==> src/rtl/spi_pkg.sv <==
// Shared types and constants for the SPI slave endpoint.
package spi_pkg;

  localparam int unsigned SPI_BUS_WIDTH = 8;
  localparam int unsigned SPI_CNT_SIZE  = 3;
  localparam int unsigned SPI_MAX_WIDTH = 64;

  // Word shifted out when the master clocks a word that software never loaded.
  localparam logic [SPI_MAX_WIDTH-1:0] SPI_UNDERRUN_FILL = '1;

  typedef enum logic [1:0] {
    SPI_IDLE  = 2'd0,
    SPI_SHIFT = 2'd1,
    SPI_DONE  = 2'd2
  } spi_state_e;

endpackage

==> src/rtl/spi_slave_if.sv <==
// SPI pins plus the parallel load/receive handshake of the slave endpoint.
interface spi_slave_if
  import spi_pkg::*;
#(
  parameter int unsigned BUS_WIDTH = SPI_BUS_WIDTH
) ();

  logic                 SCLK;
  logic                 CS;
  logic                 SI;
  logic                 SO;
  logic                 so_oe;
  logic [BUS_WIDTH-1:0] d_out;
  logic                 tx_load;
  logic                 tx_ready;
  logic [BUS_WIDTH-1:0] d_in;
  logic                 rx_valid;
  logic                 frame_err;
  logic                 busy;

  modport slave (
    input  SCLK, CS, SI, d_out, tx_load,
    output SO, so_oe, tx_ready, d_in, rx_valid, frame_err, busy
  );

  modport master (
    output SCLK, CS, SI, d_out, tx_load,
    input  SO, so_oe, tx_ready, d_in, rx_valid, frame_err, busy
  );

endinterface

==> src/rtl/spi_sync_edge.sv <==
// Multi-flop synchroniser with one extra flop for rise/fall strobe detection.
module spi_sync_edge
  import spi_pkg::*;
#(
  parameter int unsigned SYNC_STAGES = 2,
  parameter logic        RST_VAL     = 1'b0
) (
  input  logic clk,
  input  logic rst,
  input  logic din,
  output logic level,
  output logic rise_c,
  output logic fall_c
);

  logic [SYNC_STAGES-1:0] sync_q;
  logic                   prev_q;

  always_ff @(posedge clk) begin
    if (rst) begin
      sync_q <= {SYNC_STAGES{RST_VAL}};
      prev_q <= RST_VAL;
    end else begin
      sync_q <= {sync_q[SYNC_STAGES-2:0], din};
      prev_q <= sync_q[SYNC_STAGES-1];
    end
  end

  assign level  = sync_q[SYNC_STAGES-1];
  assign rise_c = level & ~prev_q;
  assign fall_c = ~level & prev_q;

endmodule

==> src/rtl/spi_slave.sv <==
// SPI slave (CS active low, sample on SCLK rise, MSB first) oversampled in the clk domain.
module spi_slave
  import spi_pkg::*;
#(
  parameter int unsigned BUS_WIDTH   = SPI_BUS_WIDTH,
  parameter int unsigned CNT_SIZE    = SPI_CNT_SIZE,
  parameter int unsigned SYNC_STAGES = 2
) (
  input logic        clk,
  input logic        rst,
  spi_slave_if.slave bus
);

  localparam int unsigned          CW       = CNT_SIZE + 1;
  localparam logic [CW-1:0]        LAST_BIT = CW'(BUS_WIDTH - 1);
  localparam logic [BUS_WIDTH-1:0] FILL     = SPI_UNDERRUN_FILL[BUS_WIDTH-1:0];

  logic sclk_level_unused, sclk_rise_c, sclk_fall_c;
  logic cs_level_unused, cs_rise_c, cs_fall_c;
  logic si_sync, si_rise_unused, si_fall_unused;

  spi_sync_edge #(.SYNC_STAGES(SYNC_STAGES), .RST_VAL(1'b0)) u_sclk_sync (
    .clk(clk), .rst(rst), .din(bus.SCLK),
    .level(sclk_level_unused), .rise_c(sclk_rise_c), .fall_c(sclk_fall_c)
  );

  spi_sync_edge #(.SYNC_STAGES(SYNC_STAGES), .RST_VAL(1'b1)) u_cs_sync (
    .clk(clk), .rst(rst), .din(bus.CS),
    .level(cs_level_unused), .rise_c(cs_rise_c), .fall_c(cs_fall_c)
  );

  spi_sync_edge #(.SYNC_STAGES(SYNC_STAGES), .RST_VAL(1'b0)) u_si_sync (
    .clk(clk), .rst(rst), .din(bus.SI),
    .level(si_sync), .rise_c(si_rise_unused), .fall_c(si_fall_unused)
  );

  spi_state_e           state_q;
  logic [BUS_WIDTH-1:0] hold_q, tx_shift_q, rx_shift_q, d_in_q;
  logic [CW-1:0]        cnt_q;
  logic                 tx_ready_q, tx_pend_q;
  logic                 rx_valid_q, frame_err_q, busy_q, so_oe_q, so_q;
  logic [BUS_WIDTH-1:0] next_word;

  assign next_word = tx_ready_q ? FILL : hold_q;

  // tx_pend_q: the shifter holds a copy of the holding register taken at a word
  // boundary; the copy only counts as consumed once that word's first bit is clocked,
  // so a frame that ends on the boundary leaves the loaded word for the next frame.
  always_ff @(posedge clk) begin
    if (rst) begin
      state_q     <= SPI_IDLE;
      hold_q      <= FILL;
      tx_ready_q  <= 1'b1;
      tx_pend_q   <= 1'b0;
      tx_shift_q  <= '0;
      rx_shift_q  <= '0;
      cnt_q       <= '0;
      d_in_q      <= '0;
      rx_valid_q  <= 1'b0;
      frame_err_q <= 1'b0;
      busy_q      <= 1'b0;
      so_oe_q     <= 1'b0;
      so_q        <= 1'b1;
    end else begin
      rx_valid_q  <= 1'b0;
      frame_err_q <= 1'b0;
      if (bus.tx_load) begin
        hold_q     <= bus.d_out;
        tx_ready_q <= 1'b0;
        tx_pend_q  <= 1'b0;
      end

      if (cs_rise_c && state_q != SPI_IDLE) begin
        state_q   <= SPI_IDLE;
        busy_q    <= 1'b0;
        so_oe_q   <= 1'b0;
        so_q      <= 1'b1;
        tx_pend_q <= 1'b0;
        if (state_q == SPI_SHIFT) begin
          frame_err_q <= (cnt_q != '0);
        end else begin
          d_in_q     <= rx_shift_q;
          rx_valid_q <= 1'b1;
          cnt_q      <= '0;
        end
      end else begin
        case (state_q)
          SPI_IDLE: begin
            if (cs_fall_c) begin
              tx_shift_q <= next_word;
              so_q       <= next_word[BUS_WIDTH-1];
              if (!bus.tx_load) begin
                hold_q     <= FILL;
                tx_ready_q <= 1'b1;
              end
              cnt_q      <= '0;
              rx_shift_q <= '0;
              busy_q     <= 1'b1;
              so_oe_q    <= 1'b1;
              state_q    <= SPI_SHIFT;
            end
          end
          SPI_SHIFT: begin
            if (sclk_rise_c) begin
              rx_shift_q <= {rx_shift_q[BUS_WIDTH-2:0], si_sync};
              cnt_q      <= cnt_q + CW'(1);
              if (cnt_q == LAST_BIT) state_q <= SPI_DONE;
              if (tx_pend_q && !bus.tx_load) begin
                hold_q     <= FILL;
                tx_ready_q <= 1'b1;
              end
              tx_pend_q <= 1'b0;
            end else if (sclk_fall_c && cnt_q != '0) begin
              // the fall before a word's first rise belongs to the previous word
              tx_shift_q <= {tx_shift_q[BUS_WIDTH-2:0], 1'b0};
              so_q       <= tx_shift_q[BUS_WIDTH-2];
            end
          end
          SPI_DONE: begin
            d_in_q     <= rx_shift_q;
            rx_valid_q <= 1'b1;
            cnt_q      <= '0;
            tx_shift_q <= next_word;
            so_q       <= next_word[BUS_WIDTH-1];
            tx_pend_q  <= !tx_ready_q && !bus.tx_load;
            state_q    <= SPI_SHIFT;
          end
          default: state_q <= SPI_IDLE;
        endcase
      end
    end
  end

  assign bus.SO        = so_q;
  assign bus.so_oe     = so_oe_q;
  assign bus.tx_ready  = tx_ready_q;
  assign bus.d_in      = d_in_q;
  assign bus.rx_valid  = rx_valid_q;
  assign bus.frame_err = frame_err_q;
  assign bus.busy      = busy_q;

endmodule

==> src/flat_wrapper.sv <==
// flat-port wrapper written by rule: the top's interface ports become plain ports
module spi_slave_flat import spi_pkg::*;
#(
  parameter int unsigned BUS_WIDTH   = SPI_BUS_WIDTH,
  parameter int unsigned CNT_SIZE    = SPI_CNT_SIZE,
  parameter int unsigned SYNC_STAGES = 2
)
  (clk, rst, bus_SCLK, bus_CS, bus_SI, bus_d_out, bus_tx_load, bus_SO, bus_so_oe, bus_tx_ready, bus_d_in, bus_rx_valid, bus_frame_err, bus_busy);
  spi_slave_if #(.BUS_WIDTH(BUS_WIDTH)) bus_i ();
  input logic clk;
  input logic rst;
  input wire logic [$bits(bus_i.SCLK)-1:0] bus_SCLK;
  input wire logic [$bits(bus_i.CS)-1:0] bus_CS;
  input wire logic [$bits(bus_i.SI)-1:0] bus_SI;
  input wire logic [$bits(bus_i.d_out)-1:0] bus_d_out;
  input wire logic [$bits(bus_i.tx_load)-1:0] bus_tx_load;
  output wire logic [$bits(bus_i.SO)-1:0] bus_SO;
  output wire logic [$bits(bus_i.so_oe)-1:0] bus_so_oe;
  output wire logic [$bits(bus_i.tx_ready)-1:0] bus_tx_ready;
  output wire logic [$bits(bus_i.d_in)-1:0] bus_d_in;
  output wire logic [$bits(bus_i.rx_valid)-1:0] bus_rx_valid;
  output wire logic [$bits(bus_i.frame_err)-1:0] bus_frame_err;
  output wire logic [$bits(bus_i.busy)-1:0] bus_busy;
  assign bus_i.SCLK = bus_SCLK;
  assign bus_i.CS = bus_CS;
  assign bus_i.SI = bus_SI;
  assign bus_i.d_out = bus_d_out;
  assign bus_i.tx_load = bus_tx_load;
  assign bus_SO = bus_i.SO;
  assign bus_so_oe = bus_i.so_oe;
  assign bus_tx_ready = bus_i.tx_ready;
  assign bus_d_in = bus_i.d_in;
  assign bus_rx_valid = bus_i.rx_valid;
  assign bus_frame_err = bus_i.frame_err;
  assign bus_busy = bus_i.busy;
  spi_slave #(.BUS_WIDTH(BUS_WIDTH), .CNT_SIZE(CNT_SIZE), .SYNC_STAGES(SYNC_STAGES)) u_core (.clk(clk), .rst(rst), .bus(bus_i));
endmodule
==> config.mk <==
export PLATFORM = sky130hd
export DESIGN_NAME = spi_slave_flat
export DESIGN_NICKNAME = d
export VERILOG_FILES = /design/src/rtl/spi_pkg.sv /design/src/rtl/spi_slave_if.sv /design/src/rtl/spi_sync_edge.sv /design/src/rtl/spi_slave.sv /design/src/flat_wrapper.sv
export SDC_FILE = /design/constraint.sdc
export NUM_CORES = 1
export LEC_CHECK = 0
export CAP_MARGIN = 10
export CORE_ASPECT_RATIO = 0.7
export CORE_MARGIN = 2
export CORE_UTILIZATION = 55
export CTS_BUF_LIST = sky130_fd_sc_hd__clkbuf_2
export CTS_CLUSTER_DIAMETER = 40
export DETAILED_ROUTE_END_ITERATION = 12
export PLACE_DENSITY = 0.86
export SETUP_SLACK_MARGIN = 0.15
export SYNTH_ARGS = -nofsm -noshare
export SYNTH_HDL_FRONTEND = slang
export SYNTH_SLANG_ARGS = --single-unit
==> constraint.sdc <==
create_clock -name clk -period 4.2 [get_ports clk]
set_clock_uncertainty 0.05 [all_clocks]
set_input_delay 1.05 -clock clk [delete_from_list [all_inputs] [get_ports clk]]
set_output_delay 1.05 -clock clk [all_outputs]
set_load 0.1 [all_outputs]
==> Yosys cells after proc, flatten, opt, wreduce, memory -nomap -nowiden <==
Cells that the tools add are included.
{ "op_classes": {"n_addsub": 1, "eq_ne": 10, "mux": 44, "bitwise": 10, "n_reduce_logical": 22} }
{ "op_table": {"columns": ["cell", "count"], "rows": [
  ["two-way mux 8 bit", 12],
  ["one-hot mux 8 bit (2 select lines)", 2],
  ["two-way mux 7 bit", 3],
  ["one-hot mux 7 bit (3 select lines)", 1],
  ["two-way mux 4 bit", 4],
  ["two-way mux 1 bit", 14],
  ["one-hot mux 4 bit (3 select lines)", 1],
  ["AND reduction 4 bit", 3],
  ["inequality test 2 bit (second input constant)", 4],
  ["nonzero test 4 bit", 2],
  ["two-way mux 2 bit", 3],
  ["inverter 1 bit", 6],
  ["one-hot mux 2 bit (3 select lines)", 1],
  ["nonzero test 2 bit", 3],
  ["AND reduction 5 bit", 1],
  ["adder 4 x 1 -> 4 bit (second input constant)", 1],
  ["bitwise AND 1 bit", 4],
  ["== test 4 x 3 -> 1 bit (second input constant)", 1],
  ["logical AND 1 bit", 4],
  ["inequality test 2 x 1 -> 1 bit (second input constant)", 2],
  ["one-hot mux 1 bit (2 select lines)", 2],
  ["AND reduction 2 bit", 2],
  ["inequality test 3 x 1 -> 1 bit (second input constant)", 1],
  ["one-hot mux 1 bit (3 select lines)", 1],
  ["8 further kinds", 9]
]} }
{ "word_totals": {"reg_bits": 51, "input_bits": 14, "output_inout_bits": 14, "word_cells": 104} }

==> Depth between registers and ports, before layout <==
{ "logic_depth": {"depth_word": 6, "ltp_mapped": 8, "depth_no_buf": 6} }

==> By module <==
Synthesis repeated with hierarchy kept, for this count alone.
{ "hier_totals": {"hier_cells": 242, "hier_area_um2": 2275.9} }
{ "modules_own_cells": {"columns": ["module", "n_inst", "cells_per_inst", "area_each_um2", "seq_area_each_um2"], "rows": [
  ["spi_slave", 1, 218, 2000.7, 860.8],
  ["spi_sync_edge at u_core.u_sclk_sync ...", 2, 8, 91.3, 60.1],
  ["spi_sync_edge at u_core.u_cs_sync", 1, 8, 92.6, 60.1]
]} }

==> Least setup slack after synthesis <==
OpenSTA, ideal clock, no wires.
{ "synth_timing": {"path_type": "reg-to-output", "from": "register, netlist name u_core.bus.busy", "to": "output bus_so_oe", "arrival_ns": 1.391, "required_ns": 3.100, "slack_ns": 1.709, "stages_incl_launch_ff": 2, "n_path_buf": 1, "cell_sequence": "dfxtp_1 buf_4"} }
{ "synth_rtl": {"columns": ["item", "line", "rtl"], "rows": [
  ["end: declaration", "flat_wrapper.sv:18", "output wire logic [$bits(bus_i.so_oe)-1:0] bus_so_oe;"]
]} }

==> Final worst setup path <==
{ "layout_timing": {"from": "register u_core.tx_ready_q (netlist: u_core.bus.tx_ready)", "to": "output bus_tx_ready"} }
{ "layout_rtl": {"columns": ["item", "line", "rtl"], "rows": [
  ["start: declaration", "spi_slave.sv:40", "logic tx_ready_q, tx_pend_q;"],
  ["start signal: assignment", "spi_slave.sv:53", "tx_ready_q <= 1'b1;"],
  ["start signal: assignment", "spi_slave.sv:69", "tx_ready_q <= 1'b0;"],
  ["start signal: assignment", "spi_slave.sv:94", "tx_ready_q <= 1'b1;"],
  ["end: declaration", "flat_wrapper.sv:19", "output wire logic [$bits(bus_i.tx_ready)-1:0] bus_tx_ready;"]
]} }
No word-level cell between the ends.

==> flow_metrics.py <==
metrics = {
    "outcome": {
        "status": "finished clean",
    },
    "logic_synthesis": {
        "synth-edff-count": 0,
        "synth_area_leader_cell": "dfxtp_1",
        "yosysSeqAreaShare_pct": 45.3,
        "ys_async_sr_fraction_pct": 0,
        "syn_area_per_cell_um2": 8.88,
        "synth.top_cell.area_share_pct": 45.3,
        "synth.area.top_cells": "dfxtp_1 45%, mux2i_1 7.1%, a21oi_1 4.9%",
        "synth_warnings": 0,
        "synth_seq_cells": 51,
        "yosysUniqueCellTypes": 40,
        "syn_area_um2": 2250,
        "synthCells": 254,
        "synth_nets": 275,
        "ys.flop_type": "dfxtp_1",
    },
    "critical_path": {
        "ff2ff_setup_slack_ns": 1.90,
        "cp-start-kind": "register",
        "critPathTopFamily": "buffers and inverters",
        "cp.required_ns": 3.10,
        "cp_data_arrival_time_ns": 2.23,
        "cp.depth": 1,
        "cp_max_fo": 10,
        "crit_buf_inv": 1,
        "r2r_start": "u_core.state_q[0]$_SDFFE_PP0P_",
        "crit_end": "bus_tx_ready",
        "crit_start": "u_core.bus.tx_ready$_SDFF_PP1_",
        "path_cells": "clkdlybuf4s50_1",
        "crit_type": "register to output port",
        "end_kind": "output port",
        "max_stage_delay_ns": 1.21,
        "slowest_stage": "clkdlybuf4s50_1",
        "reg2reg_depth": 6,
        "rr_endpoint": "u_core.bus.d_in[4]$_SDFFE_PP0P_",
    },
    "floorplan": {
        "core-area_um2": 3920,
        "dieArea_um2": 4640,
        "die_y_um": 57.6,
        "io-pin-count": 28,
        "initial_core_util_pct": 57.5,
        "die_w_um": 80.5,
        "rows": 19,
    },
    "finish": {
        "n_fill_cell": 331,
        "antenna_cells": 0,
        "utilization_pct": 66.0,
        "num-nets-final": 298,
        "postLayoutCellArea_um2": 2590,
        "drive_gt1_share_pct": 6.47,
        "areaGrowthSynthToFinish_pct": 14.8,
    },
    "pwr": {
        "cellPowerDensity_nw_per_um2": 354,
        "p_leak_nw": 1.01,
        "p_clk_share_pct": 22.2,
        "power.internal_w": 0.000619,
        "power_frac_seq_pct": 57.6,
        "switching_share_pct": 32.4,
        "ir_worst_vdd_v": 0.000242,
        "net-switching-power_w": 0.000297,
        "pwr-share-comb_pct": 20.3,
    },
    "grt": {
        "grt_max_degree": 30,
        "overflow": 0,
        "grt_usage_pct": 21.2,
        "grt_pass1_wl_um": 7390,
        "antenna_found_initial": 0,
        "grt_pass1_vias": 1545,
    },
    "routing": {
        "antenna_left": 0,
        "wire_per_inst_um": 13.8,
        "avgViaCountPerCell": 5.47,
        "first_pass_iters": 4,
        "initialDrtViolationCount": 95,
        "dr_total_vias": 1804,
        "routed_wl_um": 4560,
        "drc": 0,
    },
    "sta": {
        "rsz0062_at_grt": "no",
        "final.min_clock_period_ns": 3.33,
        "setup_violations": 0,
        "hold_violations": 0,
        "slew_violations": 0,
        "slew_headroom_pct": 34.6,
        "worstMarginPinSlew_ns": 0.978,
        "fin_crit_sh_pct": 79.3,
        "setup_tns_ns": 0,
        "whs_ns": 0.403,
        "fmax_mhz": 300,
    },
    "run": {
        "drv_cap": 0,
    },
    "cts": {
        "cts_tree": "built",
        "post_cts_buffers": 0,
        "cts.htree.levels": 2,
        "cts_resized": 0,
        "clk_latency_ns": 0.45,
        "cts_buffer_depth": 2,
        "cts_sinks": 51,
        "clkTransAtPathRegs_ns": 0.26,
        "numCtsBuffers": 5,
        "holdBufCountCts": 0,
        "cts_root_buf": "clkbuf_2",
    },
    "placed_design": {
        "port_buffers": 27,
        "gp_congestion": 0.811,
        "placed_area_um2": 2540,
        "hpwl_um": 3230,
    },
    "worst_hold_path": {
        "worst_hold_path_type": "register to register",
        "hold_start": "u_core.u_cs_sync.sync_q[0]$_SDFF_PP1_",
    },
}
## power by group through the flow
stage          logic [W]  registers, W  clock network, W
2_1_floorplan   0.000120      0.000552                 0
3_3_place_gp    0.000180      0.000535                 0
3_5_place_dp    0.000185      0.000536                 0
4_1_cts         0.000185      0.000527          0.000208
5_1_grt         0.000204      0.000531          0.000233
6_report        0.000186      0.000528          0.000203
## cell usage in the layout, fill, tap and decap left out, types with 2 or more instances in the layout
cell and n:
dfxtp_1 51, clkdlybuf4s50_1 27, nor2_1 22, a21oi_1 22
o21ai_0 21, nand3_1 20, nand2_1 17, mux2i_1 16
nand3b_1 11, nor2b_1 8, inv_1 7, ha_1 7
nand2b_1 5, clkbuf_2 5, or2_2 4, a31oi_1 3
buf_4 3, and3_1 2, or4_1 2, nor4_1 2
a32oi_1 2, clkinv_2 2
## layout make-up
| class | instances | area [um2] | share of cell area, % |
|---|---|---|---|
| sequential | 51 | 1020 | 39.4 |
| clock buffer | 5 | 25.0 | 0.967 |
| multi-input combinational | 182 | 1140 | 44.0 |
| inverter | 7 | 26.3 | 1.01 |
| clock inverter | 3 | 18.8 | 0.725 |
| tap | 52 | 65.1 | 2.51 |
| timing repair buffer | 30 | 293 | 11.3 |
## synth_stat cells, drive strengths merged (3+ instances only)
cell type	count
clkbuf	9
nand3b	11
o21ai	22
ha	7
nand3	20
a21oi	22
nand2	17
buf	5
nand2b	5
a31oi	3
inv	7
mux2i	17
nor2	22
nor2b	8
dfxtp	51
or2	4
## flip-flops by register name, indices dropped and copies added, names as in the netlist
signal and flops:
u_core.bus.frame_err 1, u_core.bus.tx_ready 1, u_core.bus.d_in 8, u_core.u_si_sync.sync_q 2, u_core.tx_pend_q 1, u_core.hold_q 8, u_core.rx_shift_q 8, u_core.bus.SO 1
u_core.state_q 2, u_core.u_cs_sync.sync_q 2, u_core.cnt_q 4, u_core.u_cs_sync.prev_q 1, u_core.u_sclk_sync.prev_q 1, u_core.u_sclk_sync.sync_q 2, u_core.bus.busy 1, u_core.tx_shift_q 7
u_core.bus.rx_valid 1
## cells by family (layout without fill, tap and decap cells)
logic type | Yosys count | after routing | synth area share (%)
buffers and inverters | 21 | 45 | 4.16
and+or+nand+nor | 98 | 98 | 22.8
muxes | 17 | 17 | 8.10
DFF | 51 | 51 | 45.3
adders and majority gates | 7 | 7 | 3.88
AOI/OAI and AO/OA | 60 | 60 | 15.8
## metrics by stage
| stage | std cells | total power (W) | worst slack, ns |
|---|---|---|---|
| 6_report | 330 | 0.000917 | 0.869 |
| 5_1_grt | 330 | 0.000969 | 0.762 |
| 4_1_cts | 330 | 0.000920 | 0.860 |
| 3_5_place_dp | 322 | 0.000720 | 1.02 |
| 3_3_place_gp | 322 | 0.000714 | 1.13 |
| 2_1_floorplan | 254 | 0.000672 | 1.71 |
## per-layer routing
metal	vias to the layer above	share of wire, %	track usage (%)	wire length, um
met2	42	42	29.6	1910
li1	935	-	-	-
met1	821	52	31.0	2370
met3	6	4.4	7.12	199
met4	0	1.7	6.54	78
met5	-	0	0	0
## worst min-delay path by stage
stage,endpoint,slack (ns),cells past startpoint
final,u_core.u_cs_sync.sync_q[1]$_SDFF_PP1_,0.40,1
after global routing,u_core.u_cs_sync.sync_q[1]$_SDFF_PP1_,0.42,1
after CTS,u_core.u_cs_sync.sync_q[1]$_SDFF_PP1_,0.40,1
after detailed placement,u_core.u_cs_sync.sync_q[1]$_SDFF_PP1_,0.35,1
after global placement,u_core.u_cs_sync.sync_q[1]$_SDFF_PP1_,0.34,1
after floorplan,u_core.u_cs_sync.sync_q[1]$_SDFF_PP1_,0.34,1
Note: power is estimated with default switching activity, not from simulation.
